## config.mk

```make
export PLATFORM = sky130hd
export DESIGN_NAME = sub_seq_16b
export DESIGN_NICKNAME = d
export VERILOG_FILES = /design/src/rtl/sub_pkg.sv /design/src/rtl/sub_4b.sv /design/src/rtl/sub_seq_16b.sv
export SDC_FILE = /design/constraint.sdc
export NUM_CORES = 1
export LEC_CHECK = 0
export CAP_MARGIN = 20
export CORE_MARGIN = 2
export CORE_UTILIZATION = 57
export CTS_CLUSTER_SIZE = 16
export DETAILED_ROUTE_END_ITERATION = 10
export PLACE_DENSITY = 0.88
export SLEW_MARGIN = 20
export SYNTH_ARGS = -nofsm -noshare
export SYNTH_HDL_FRONTEND = slang
export SYNTH_SLANG_ARGS = --single-unit
```

## constraint.sdc

```tcl
create_clock -name clk -period 6.5 [get_ports clk]
set_clock_uncertainty 0.15 [all_clocks]
set_input_delay 0.65 -clock clk [delete_from_list [all_inputs] [get_ports clk]]
set_output_delay 0.65 -clock clk [all_outputs]
set_load 0.05 [all_outputs]
```

## src/rtl/sub_pkg.sv

```systemverilog
//------------------------------------------------------------------------------
// Module   : sub_pkg
// Brief    : Shared FSM encoding, nibble width and sizing helper for sub_seq_16b
// Revision : 1.0
//------------------------------------------------------------------------------
`default_nettype none

package sub_pkg;

    localparam int c_NIBBLE_W = 4;

    typedef enum logic [1:0] {
        ST_IDLE = 2'd0,
        ST_RUN  = 2'd1,
        ST_DONE = 2'd2
    } state_t;

    function automatic int step_w(input int nib);
        return (nib > 1) ? $clog2(nib) : 1;
    endfunction

endpackage

`default_nettype wire

```

## src/rtl/sub_4b.sv

```systemverilog
//------------------------------------------------------------------------------
// Module   : sub_4b
// Brief    : 4-bit subtractor with borrow in/out: out = x - y - Cin mod 16
// Revision : 1.0
//------------------------------------------------------------------------------
`default_nettype none

module sub_4b
    import sub_pkg::*;
(
    input  logic [c_NIBBLE_W-1:0] x,
    input  logic [c_NIBBLE_W-1:0] y,
    input  logic                  Cin,
    output logic [c_NIBBLE_W-1:0] out,
    output logic                  Cout
);

    // The extra top bit goes negative exactly when a borrow is needed.
    logic [c_NIBBLE_W:0] w_res;

    assign w_res = {1'b0, x} - {1'b0, y} - {{c_NIBBLE_W{1'b0}}, Cin};
    assign out   = w_res[c_NIBBLE_W-1:0];
    assign Cout  = w_res[c_NIBBLE_W];

endmodule

`default_nettype wire

```

## src/rtl/sub_seq_16b.sv

```systemverilog
//------------------------------------------------------------------------------
// Module   : sub_seq_16b
// Brief    : Nibble-serial subtractor (a - b - bin) with valid/ready handshakes
// Revision : 1.0
//------------------------------------------------------------------------------
`default_nettype none

module sub_seq_16b
    import sub_pkg::*;
#(
    parameter int WIDTH = 16,
    parameter int NIB   = WIDTH / c_NIBBLE_W
) (
    input  logic             clk,
    input  logic             rst_n,
    input  logic             in_valid,
    output logic             in_ready,
    input  logic [WIDTH-1:0] a,
    input  logic [WIDTH-1:0] b,
    input  logic             bin,
    output logic             out_valid,
    input  logic             out_ready,
    output logic [WIDTH-1:0] diff,
    output logic             bout,
    output logic             zero,
    output logic             busy
);

    localparam int c_STEP_W = step_w(NIB);

    state_t                  r_state;
    state_t                  w_next;
    logic                    w_accept;
    logic                    r_live;
    logic [WIDTH-1:0]        r_a;
    logic [WIDTH-1:0]        r_b;
    logic [WIDTH-1:0]        r_work;
    logic [WIDTH-1:0]        w_work_next;
    logic [WIDTH-1:0]        r_diff;
    logic                    r_borrow;
    logic                    r_fin;
    logic                    r_bout;
    logic                    r_zero;
    logic [c_STEP_W-1:0]     r_step;
    logic [c_NIBBLE_W-1:0]   w_x;
    logic [c_NIBBLE_W-1:0]   w_y;
    logic [c_NIBBLE_W-1:0]   w_out;
    logic                    w_cout;

    always_ff @(posedge clk or negedge rst_n) begin
        if (!rst_n) begin
            r_state <= ST_IDLE;
        end else begin
            r_state <= w_next;
        end
    end

    always_comb begin
        w_next   = r_state;
        w_accept = 1'b0;
        case (r_state)
            ST_IDLE: begin
                if (in_valid && r_live) begin
                    w_accept = 1'b1;
                    w_next   = ST_RUN;
                end
            end
            ST_RUN: begin
                if (r_fin) begin
                    w_next = ST_DONE;
                end
            end
            ST_DONE: begin
                if (out_ready) begin
                    w_next = ST_IDLE;
                end
            end
            default: w_next = ST_IDLE;
        endcase
    end

    // Select the current nibble and splice the sub_4b result back in place.
    always_comb begin
        w_x         = '0;
        w_y         = '0;
        w_work_next = r_work;
        for (int k = 0; k < NIB; k++) begin
            if (r_step == c_STEP_W'(k)) begin
                w_x = r_a[k*c_NIBBLE_W +: c_NIBBLE_W];
                w_y = r_b[k*c_NIBBLE_W +: c_NIBBLE_W];
                w_work_next[k*c_NIBBLE_W +: c_NIBBLE_W] = w_out;
            end
        end
    end

    sub_4b u_sub_4b (
        .x    (w_x),
        .y    (w_y),
        .Cin  (r_borrow),
        .out  (w_out),
        .Cout (w_cout)
    );

    // After the last nibble, one publish cycle moves diff/bout/zero out
    // together, so the visible outputs never show a half-built result.
    always_ff @(posedge clk or negedge rst_n) begin
        if (!rst_n) begin
            r_live   <= 1'b0;
            r_a      <= '0;
            r_b      <= '0;
            r_work   <= '0;
            r_diff   <= '0;
            r_borrow <= 1'b0;
            r_fin    <= 1'b0;
            r_bout   <= 1'b0;
            r_zero   <= 1'b0;
            r_step   <= '0;
        end else begin
            r_live <= 1'b1;
            if (w_accept) begin
                r_a      <= a;
                r_b      <= b;
                r_borrow <= bin;
                r_work   <= '0;
                r_diff   <= '0;
                r_bout   <= 1'b0;
                r_zero   <= 1'b0;
                r_fin    <= 1'b0;
                r_step   <= '0;
            end else if (r_state == ST_RUN) begin
                if (!r_fin) begin
                    r_work   <= w_work_next;
                    r_borrow <= w_cout;
                    if (r_step == c_STEP_W'(NIB - 1)) begin
                        r_fin <= 1'b1;
                    end else begin
                        r_step <= r_step + c_STEP_W'(1);
                    end
                end else begin
                    r_diff <= r_work;
                    r_bout <= r_borrow;
                    r_zero <= (r_work == '0);
                end
            end
        end
    end

    assign in_ready  = r_live && (r_state == ST_IDLE);
    assign out_valid = (r_state == ST_DONE);
    assign busy      = (r_state != ST_IDLE);
    assign diff      = r_diff;
    assign bout      = r_bout;
    assign zero      = r_zero;

endmodule

`default_nettype wire
```

After elaboration in Yosys (flattened, before gate mapping) --
Cells that the tools add are included.
Word-level totals: register bits 73, input bits 37, output and inout port bits 21, word-level logic and storage cells 88
Operators by class: $add $sub $neg 3, equality and inequality tests 10, muxes and demuxes 41, reduce and logical (&&, ||, !) cells 20
Operator list (count):
- two-way mux 16 bit | 6
- two-way mux 4 bit | 12
- AND reduction 3 bit | 6
- logical NOT 16 bit | 1
- two-way mux 1 bit | 15
- two-way mux 2 bit | 7
- nonzero test 2 bit | 7
- != test 2 bit, second input constant | 4
- equality test 2 bit, second input constant | 3
- one-hot mux 2 bit (3 select lines) | 1
- subtractor 4 x 4 -> 5 bit | 1
- subtractor 5 x 1 -> 5 bit | 1
- equality test 2 x 1 -> 1 bit, second input constant | 2
- logical NOT 2 bit | 2
- AND reduction 2 bit | 2
- adder 2 x 1 -> 2 bit, second input constant | 1
- logical AND 1 bit | 2
- != test 2 x 1 -> 1 bit, second input constant | 1

Logic depth before layout (Yosys ltp) --
Gate-level depths: netlist (run 1).
depth in word-level cells 11, gate-level depth with buffers 14, depth with buffers taken out 14

Modules after synthesis --
A second synthesis (run 1) with hierarchy kept.
Unflattened totals: cells, all modules 310, area, all modules 3631.0 um^2
Modules (own cells, without submodules):
- sub_seq_16b | times used 1, cells each 286, area an instance 3423.3 um^2, sequential area each 1826.8 um^2
- sub_4b | times used 1, cells each 24, area an instance 207.7 um^2, sequential area each 0.0 um^2

Worst setup path before layout (run 1) --
Ideal clock, no wire load.
path kind flip-flop to flip-flop, from register r_step[0], to register r_borrow, setup time 127 ps, arrival time 2606 ps, data required time 6223 ps, slack 3617 ps, cell stages (with the launch flop) 15, buffers on the path 2, clock period less this slack 2883 ps, path through dfrtp_1 > inv_1 > ha_1 > buf_6 > clkbuf_1 > nor2_1 > a21oi_1 > o21ai_0 > fa_1 > fa_1 > nand2_1 > a21oi_1 > xor2_1 > mux2i_1 > o21ai_0
Between the ends: word-level cells in the longest chain between the ends 10, elaborated cells between the ends (all ways) 17, classes of those cells add/sub: 2; eq/ne: 3; mux: 11; reduce/logical: 1
Ends and longest elaborated chain:
- start, declared | RTL line sub_seq_16b.sv:44 | logic [c_STEP_W-1:0] r_step;
- start signal, assigned | RTL line sub_seq_16b.sv:137 | r_step <= r_step + c_STEP_W'(1);
- logical NOT 2 bit | RTL line sub_seq_16b.sv:88 | if (r_step == c_STEP_W'(k)) begin
- two-way mux 4 bit (4 in series) | RTL line sub_seq_16b.sv:88
- subtractor 4 x 4 -> 5 bit (*) | RTL line sub_4b.sv:21 | assign w_res = {1'b0, x} - {1'b0, y} - {{c_NIBBLE_W{1'b0}}, Cin};
- subtractor 5 x 1 -> 5 bit (*) | RTL line sub_4b.sv:21
- two-way mux 1 bit (*) | RTL line sub_seq_16b.sv:131 | if (!r_fin) begin
- two-way mux 1 bit (*) | RTL line sub_seq_16b.sv:130 | end else if (r_state == ST_RUN) begin
- two-way mux 1 bit (*) | RTL line sub_seq_16b.sv:120 | if (w_accept) begin
- end signal, assigned | RTL line sub_seq_16b.sv:123 | r_borrow <= bin;
- end signal, assigned | RTL line sub_seq_16b.sv:133 | r_borrow <= w_cout;
- end, declared | RTL line sub_seq_16b.sv:40 | logic r_borrow;
Every way passes the cells marked *; elsewhere a longest branch is shown, timed or not. The select of a mux whose other input is x is not followed. A chain may end at the register's enable or synchronous reset.

Worst setup path after layout (run 1) --
from register r_step[1], to register r_work[10]
Between the ends: word-level cells in the longest chain between the ends 11, elaborated cells between the ends (all ways) 20, classes of those cells add/sub: 2; eq/ne: 3; mux: 12; reduce/logical: 3
Ends and longest elaborated chain:
- logical NOT 2 bit | RTL line sub_seq_16b.sv:88
- two-way mux 4 bit (4 in series) | RTL line sub_seq_16b.sv:88
- subtractor 4 x 4 -> 5 bit | RTL line sub_4b.sv:21
- subtractor 5 x 1 -> 5 bit | RTL line sub_4b.sv:21
- two-way mux 4 bit | RTL line sub_seq_16b.sv:88
- two-way mux 16 bit | RTL line sub_seq_16b.sv:131
- two-way mux 16 bit | RTL line sub_seq_16b.sv:130
- two-way mux 16 bit | RTL line sub_seq_16b.sv:120
- end signal, assigned | RTL line sub_seq_16b.sv:132 | r_work <= w_work_next;
- end, declared | RTL line sub_seq_16b.sv:37 | logic [WIDTH-1:0] r_work;
Parallel ways exist; a longest one is shown, timed or not. The select of a mux whose other input is x is not followed.

==> flow_summary_export.csv, run 1 <==
group,metric,value,unit
power,intPower,1.25,mW
drt,wirelength,6.77,mm
layout,syn_to_final_growth,22.5,%
synthesis,synth_edf_count,0,
timing,fmax,0.298,GHz
power,p_comb_share,50.0,%
setup_path,crit_fanout,13,
grt,grt_start_max_net_pins,74,
flow_run,drv_cap,0,
drt,drtPass1Iterations,4,
placed_design,place_ws,3180,ps
drt,ant_nets,0,
clock_tree,hold_buffers,0,
placed_design,numPortBuffers,57,
layout,fillCellCount,438,
drt,wl_per_cell,13.5,um
synthesis,ys_seq_area_share,54.9,%
floorplanning,rows,27,
floorplanning,coreArea,5570,um2
clock_tree,h-tree-depth,3,
grt,antenna_found_initial,0,
synthesis,synth_area_per_cell,8.79,um2
layout,finalNetCount,473,
placed_design,hpwl,4.65,mm
synthesis,synthTopCellsByCount,"nand2_1 (148), dfrtp_1 (73), a21oi_1 (26)",
power,clkPwrFrac,14.6,%
worst_hold_path,min_path_type,"reg2reg",
drt,met1Wirelength,2.83,mm
grt,grt_pass1_vias,2571,
power,switching_share,44.0,%
power,switchingPower,978,uW
grt,grt_pass1_wl,11.5,mm
placed_design,place.gp.congestion,0.887,
timing,finalHoldViolations,0,
synthesis,synth_top_area_share,54.9,%
floorplanning,die_area,6460,um2
grt,track_usage,23.6,%
timing,timing.setup.tns,0,ps
layout,drive_gt1_share,3.74,%
clock_tree,clkSinkCount,73,
floorplanning,start_util,59.6,%
layout,seq_area,1830,um2
floorplanning,fp.dieH,80.4,um
synthesis,syn_inst,378,
placed_design,placed_cells,487,
setup_path,r2r_cells,12,
timing,fin_crit,3350,ps
drt,routed_via_density,5.42,
placed_design,place_area,3900,um2
timing,final.period_utilization,51.6,%
setup_path,r2r-end,"r_work[10]",
timing,setup_viol,0,
power,vdd_drop_max,0.000274,V
setup_path,arrival,3480,ps
setup_path,cp-endpoint,"r_work[10]",
setup_path,cp_data_required_time,6630,ps
setup_path,r2r_slack,3150,ps
drt,routed-wl-met2,3.40,mm
drt,drt_first_iter_violations,240,
setup_path,worstSetupEndpointType,"flip-flop",
clock_tree,cts_tree,"done",
floorplanning,die_x,80.4,um
timing,finalWorstSetupSlack,3150,ps
synthesis,synth_cell_types,34,
drt,vias,2709,
timing,worst_pin_slew,883,ps
synthesis,synth.area.top_cells,"dfrtp_1 (55%), nand2_1 (17%), a21oi_1 (3.9%)",
drt,drc_errors,0,
status,outcome,"completed",
synthesis,synthArstFlopShare,100,%
clock_tree,post_cts_resized,0,
floorplanning,pin_count,58,
synthesis,yosys_warnings,0,
synthesis,synth_nets,425,
clock_tree,cts_setup_buffers,0,
power,p_per_area,546,nW/um2
layout,fin_util,73.1,%
timing,slew_viol_final,0,
synthesis,syn_area,3320,um2
timing,grt_setup_unrepaired,"no",
power,p_leak,1.90,nW
power,p_seq_share,35.4,%
layout,final_area,4070,um2
clock_tree,cts_buffers,9,
layout,multi_input_area,1380,um2
drt,met3_length,386,um
synthesis,ys_seq_elements,73,
setup_path,startpoint_type,"flip-flop",
synthesis,yosys.area.top_type,"dfrtp_1",
clock_tree,cts.clk_slew.worst_paths,70,ps
setup_path,rr_startpoint,"r_step[1]",
layout,antenna_cells,0,
layout,fin_cells,500,
setup_path,worstSetupStartpoint,"r_step[1]",
synthesis,synth_most_common_cell,"nand2_1",
synthesis,synth_ff_type,"dfrtp_1",
drt,top_layer,"met4",
clock_tree,clockRootBuffer,"clkbuf_8",
setup_path,criticalPathCategory,"reg2reg",
grt,grt_overflow,0,
timing,slew_headroom,41.1,%
clock_tree,worstSkewPairLatency,350,ps
clock_tree,clk_path_buf_depth,2,
-- placed cells by master (no fill, tap or decap), types with 2 or more instances in the layout --
master	Yosys	layout
fa_1	2	2
dfrtp_1	73	73
xor2_1	2	2
nor3_1	4	4
o21ai_0	13	13
ha_1	8	8
a21oi_1	26	26
a221oi_1	4	4
nor2_1	15	15
nand3_1	5	5
xnor2_1	2	2
nand2_1	148	147
clkbuf_1	15	3
nor2b_1	7	7
o21ai_1	4	4
a211oi_1	8	8
inv_1	11	11
and2_1	6	6
a22oi_1	2	2
nor4_1	4	4
clkdlybuf4s50_1	0	56
nand3b_1	2	2
clkbuf_8	0	9
-- area by class of cell --
class	instances	share of cell area (%)
Sequential cell	73	44.9
Multi-Input combinational cell	273	33.8
Timing Repair Buffer	58	14.1
Clock buffer	12	3.32
Tap cell	72	2.21
Inverter	11	1.01
Clock inverter	1	0.737
-- logic make-up (layout without fill, tap and decap cells) --
family	Yosys count	after routing	share of synthesized area, %
simple gates	197	197	24.7
other cells	1	1	0.113
buf+inv	32	82	4.03
flops	73	73	54.9
mux	1	1	0.301
xor+xnor	4	4	1.05
compound gates	60	60	10.6
fa+ha+maj	10	10	4.22
-- sequential cells by signal (all words and copies together) (netlist names) --
name / flops
bout: 1
diff: 16
r_a: 16
r_b: 16
r_borrow: 1
r_fin: 1
r_live: 1
r_state: 2
r_step: 2
r_work: 16
zero: 1
-- worst min path at each step --
stage,from,to,slack [ps],depth (start not counted)
6_report,r_a[6],r_a[6],340,2
5_1_grt,r_a[4],r_a[4],350,2
4_1_cts,r_b[14],r_b[14],330,2
3_5_place_dp,r_a[6],r_a[6],310,2
3_3_place_gp,r_b[14],r_b[14],310,2
2_1_floorplan,rst_n,bout,200,0
-- per-layer routing --
metal  GRT usage, %  vias to the layer above
li1               -                     1327
met1           28.1                     1286
met2           38.9                       82
met3           5.96                       14
met4           13.2                        0
met5              0                        -
-- metrics by stage --
stage                     power [mW]  hold slack, ps
after floorplan                 1.59             204
after global placement          1.85             314
after detailed placement        1.90             314
after CTS                       2.23             331
after global routing            2.39             348
final                           2.22             337
-- power by group through the flow --
stage / clock, mW / sequential, mW / combinational [mW]
after floorplan: 0 / 0.873 / 0.714
after global placement: 0 / 0.784 / 1.06
after detailed placement: 0 / 0.794 / 1.10
after CTS: 0.331 / 0.785 / 1.11
after global routing: 0.344 / 0.809 / 1.24
final: 0.326 / 0.787 / 1.11
-- critical path, stage by stage, from the launching register on --
cell	delay (ps)
dfrtp_1	400
inv_1	100
ha_1	400
nor2b_1	190
a22oi_1	200
nor2_1	60
a21oi_1	120
o21ai_0	120
fa_1	480
fa_1	450
xnor2_1	350
nand2_1	100
a21oi_1	140
(Power assumes the default switching activity.)
==> run 2: changes to the inputs <==
Settings changed: CORE_UTILIZATION 57 to 47, PLACE_DENSITY 0.88 to 0.78.
Clock period 6.5 ns to 2.77 ns, I/O delays scaled along.
==> run 2 against run 1 <==
Effect of this change:
- the flow now finishes with violations (setup timing)
- critical path depth grew 1
- clock power grew to 2.9 times the previous value
- cell count grew 9.0%
- count of clock-buffer cells in the layout shrank 1
- sequential power grew 130%
- global-route usage shrank 3.0 points
- routed wire length grew 7.6%
- critical endpoint is now r_borrow
- largest cell class unchanged
- largest power group unchanged
==> flow_summary_export.csv, run 2 (synthesis gave the netlist of run 1 again) <==
group,metric,value,unit
status,outcome,"complete, but fails checks",
status,violations,"setup timing",
placed_design,numPortBuffers,57,
clock_tree,cts_tree,"done",
setup_path,criticalPathCategory,"reg2reg",
power,switching_share,42.4,%
layout,seq_area,1830,um2
power,p_seq_share,31.6,%
setup_path,cp_data_required_time,2860,ps
timing,hold_ws,295,ps
drt,wirelength,7.29,mm
layout,final_common_cell,"nand2_1",
timing,fmax,0.353,GHz
flow_run,drv_cap,0,
timing,slew_headroom,51.6,%
floorplanning,start_util,48.7,%
layout,syn_to_final_growth,32.0,%
drt,wl_per_cell,13.4,um
floorplanning,coreArea,6830,um2
setup_path,startpoint_type,"flip-flop",
floorplanning,pin_count,58,
timing,fin_crit,2840,ps
placed_design,placed_cells,527,
drt,vias,2712,
clock_tree,clkSinkCount,73,
timing,slew_viol_final,0,
clock_tree,cts_buffers,9,
setup_path,arrival,2930,ps
power,intPower,3.36,mW
timing,setup_viol,9,
setup_path,worstSetupEndpointType,"flip-flop",
grt,grt_pass1_wl,12.3,mm
drt,drc_errors,0,
floorplanning,die_x,88.1,um
clock_tree,worstSkewPairLatency,350,ps
placed_design,place.gp.congestion,0.838,
drt,routed_via_density,4.98,
power,p_comb_share,52.2,%
setup_path,path_cells,"buf_4 > ha_4 > nor2b_4 > a221oi_2 > nor3_1 > a21oi_1 > fa_2 > fa_2 > nand2_1 > a21oi_2 > xor2_1 > mux2i_1 > o21ai_1",
worst_hold_path,min_path_type,"in2reg",
setup_path,slowest_stage,"fa_2",
timing,finalHoldViolations,0,
timing,finalWorstSetupSlack,-65.1,ps
floorplanning,fp.dieH,88.1,um
grt,grt_pass1_vias,2743,
drt,ant_nets,0,
layout,multi_input_area,1450,um2
power,vdd_drop_max,0.000673,V
setup_path,crit_path_max_incr_delay,420,ps
power,p_leak,2.04,nW
clock_tree,h-tree-depth,3,
power,switchingPower,2.47,mW
timing,final.period_utilization,102,%
setup_path,critical-path-top-cell-by-count,"fa_2",
grt,grt_overflow,0,
placed_design,hpwl,5.13,mm
layout,final_cell_mix,"nand2_1 (148), dfrtp_1 (73), clkdlybuf4s50_1 (56)",
setup_path,crit_fanout,6,
floorplanning,rows,30,
clock_tree,clk_path_buf_depth,2,
grt,track_usage,20.6,%
layout,fin_cells,545,
layout,drive_gt1_share,11.6,%
power,p_per_area,1330,nW/um2
drt,drtPass1Iterations,4,
drt,drt_first_iter_violations,126,
clock_tree,cts.clk_slew.worst_paths,70,ps
timing,grt_setup_unrepaired,"yes",
layout,finalNetCount,491,
grt,grt_start_max_net_pins,43,
layout,antenna_cells,0,
grt,antenna_found_initial,0,
floorplanning,die_area,7760,um2
power,clkPwrFrac,16.2,%
timing,worst_pin_slew,726,ps
clock_tree,clockRootBuffer,"clkbuf_8",
layout,fillCellCount,584,
==> run 2: layout make-up <==
type,instances,area share (%)
Timing Repair Buffer,76,16.5
Sequential cell,73,41.6
Tap cell,96,2.74
Inverter,11,0.941
Clock inverter,5,1.77
Clock buffer,11,3.45
Multi-Input combinational cell,273,33.0
==> run 2: per-layer routing <==
| metal | global-route usage [%] | part of all wire, % |
|---|---|---|
| met3 | 3.96 | 3.8 |
| met4 | 11.7 | 3.0 |
| met5 | 0 | 0 |
| met1 | 27.2 | 45 |
| met2 | 32.1 | 48 |
==> run 2: repair_timing <==
action / 4_1_cts / 5_1_grt
hold endpoints to repair: 31 / 0
hold buffers: 1 / 0
setup buffers: 0 / 1
endpoints found under the setup margin: 9 / 12
gates resized for setup: 5 / 11
pin swaps: 3 / 4
==> run 2: per-stage QoR <==
stage / power [mW] / setup TNS, ps / utilization, % / instance area (um2) / setup slack, ps
floorplan: 3.75 / 0 / - / 3330 / 11.0
global placement: 4.58 / 0 / 59.5 / 4070 / 5.27
detailed placement: 4.69 / -896 / 59.5 / 4070 / -146
CTS: 5.71 / 0 / 63.4 / 4330 / 7.63
global route: 6.27 / -1570 / 64.2 / 4390 / -202
finish: 5.83 / -403 / 64.2 / 4390 / -65.1
==> run 2: power by group through the flow <==
stage,clock [mW],combinational (mW),sequential [mW]
finish,0.947,3.04,1.84
global route,0.995,3.38,1.90
CTS,0.957,2.93,1.83
detailed placement,0,2.85,1.84
global placement,0,2.74,1.84
floorplan,0,1.70,2.05
==> run 2: worst paths after layout <==
path | start | endpoint | slack (ps) | depth (start not counted)
worst max-delay path | r_step[0] | r_borrow | -70 | 13
worst max register to register | r_step[0] | r_borrow | -70 | 13
worst min-delay path | b[0] | r_b[0] | 290 | 3
max in group asynchronous | rst_n | r_a[6] | 1440 | 3
worst min register to register | r_a[10] | r_a[10] | 340 | 2
min in group asynchronous | rst_n | r_state[1] | 370 | 2
==> run 2: worst max-delay path, delay by kind of cell, from the launching register on <==
kind                       cells  cell delay [ps]
and+or+nand+nor                3              460
buffers and inverters          1              150
adders and majority gates      3              990
AOI/OAI and AO/OA              4              310
xor gates and xnor gates       1              140
DFF                            1              400
muxes                          1              130
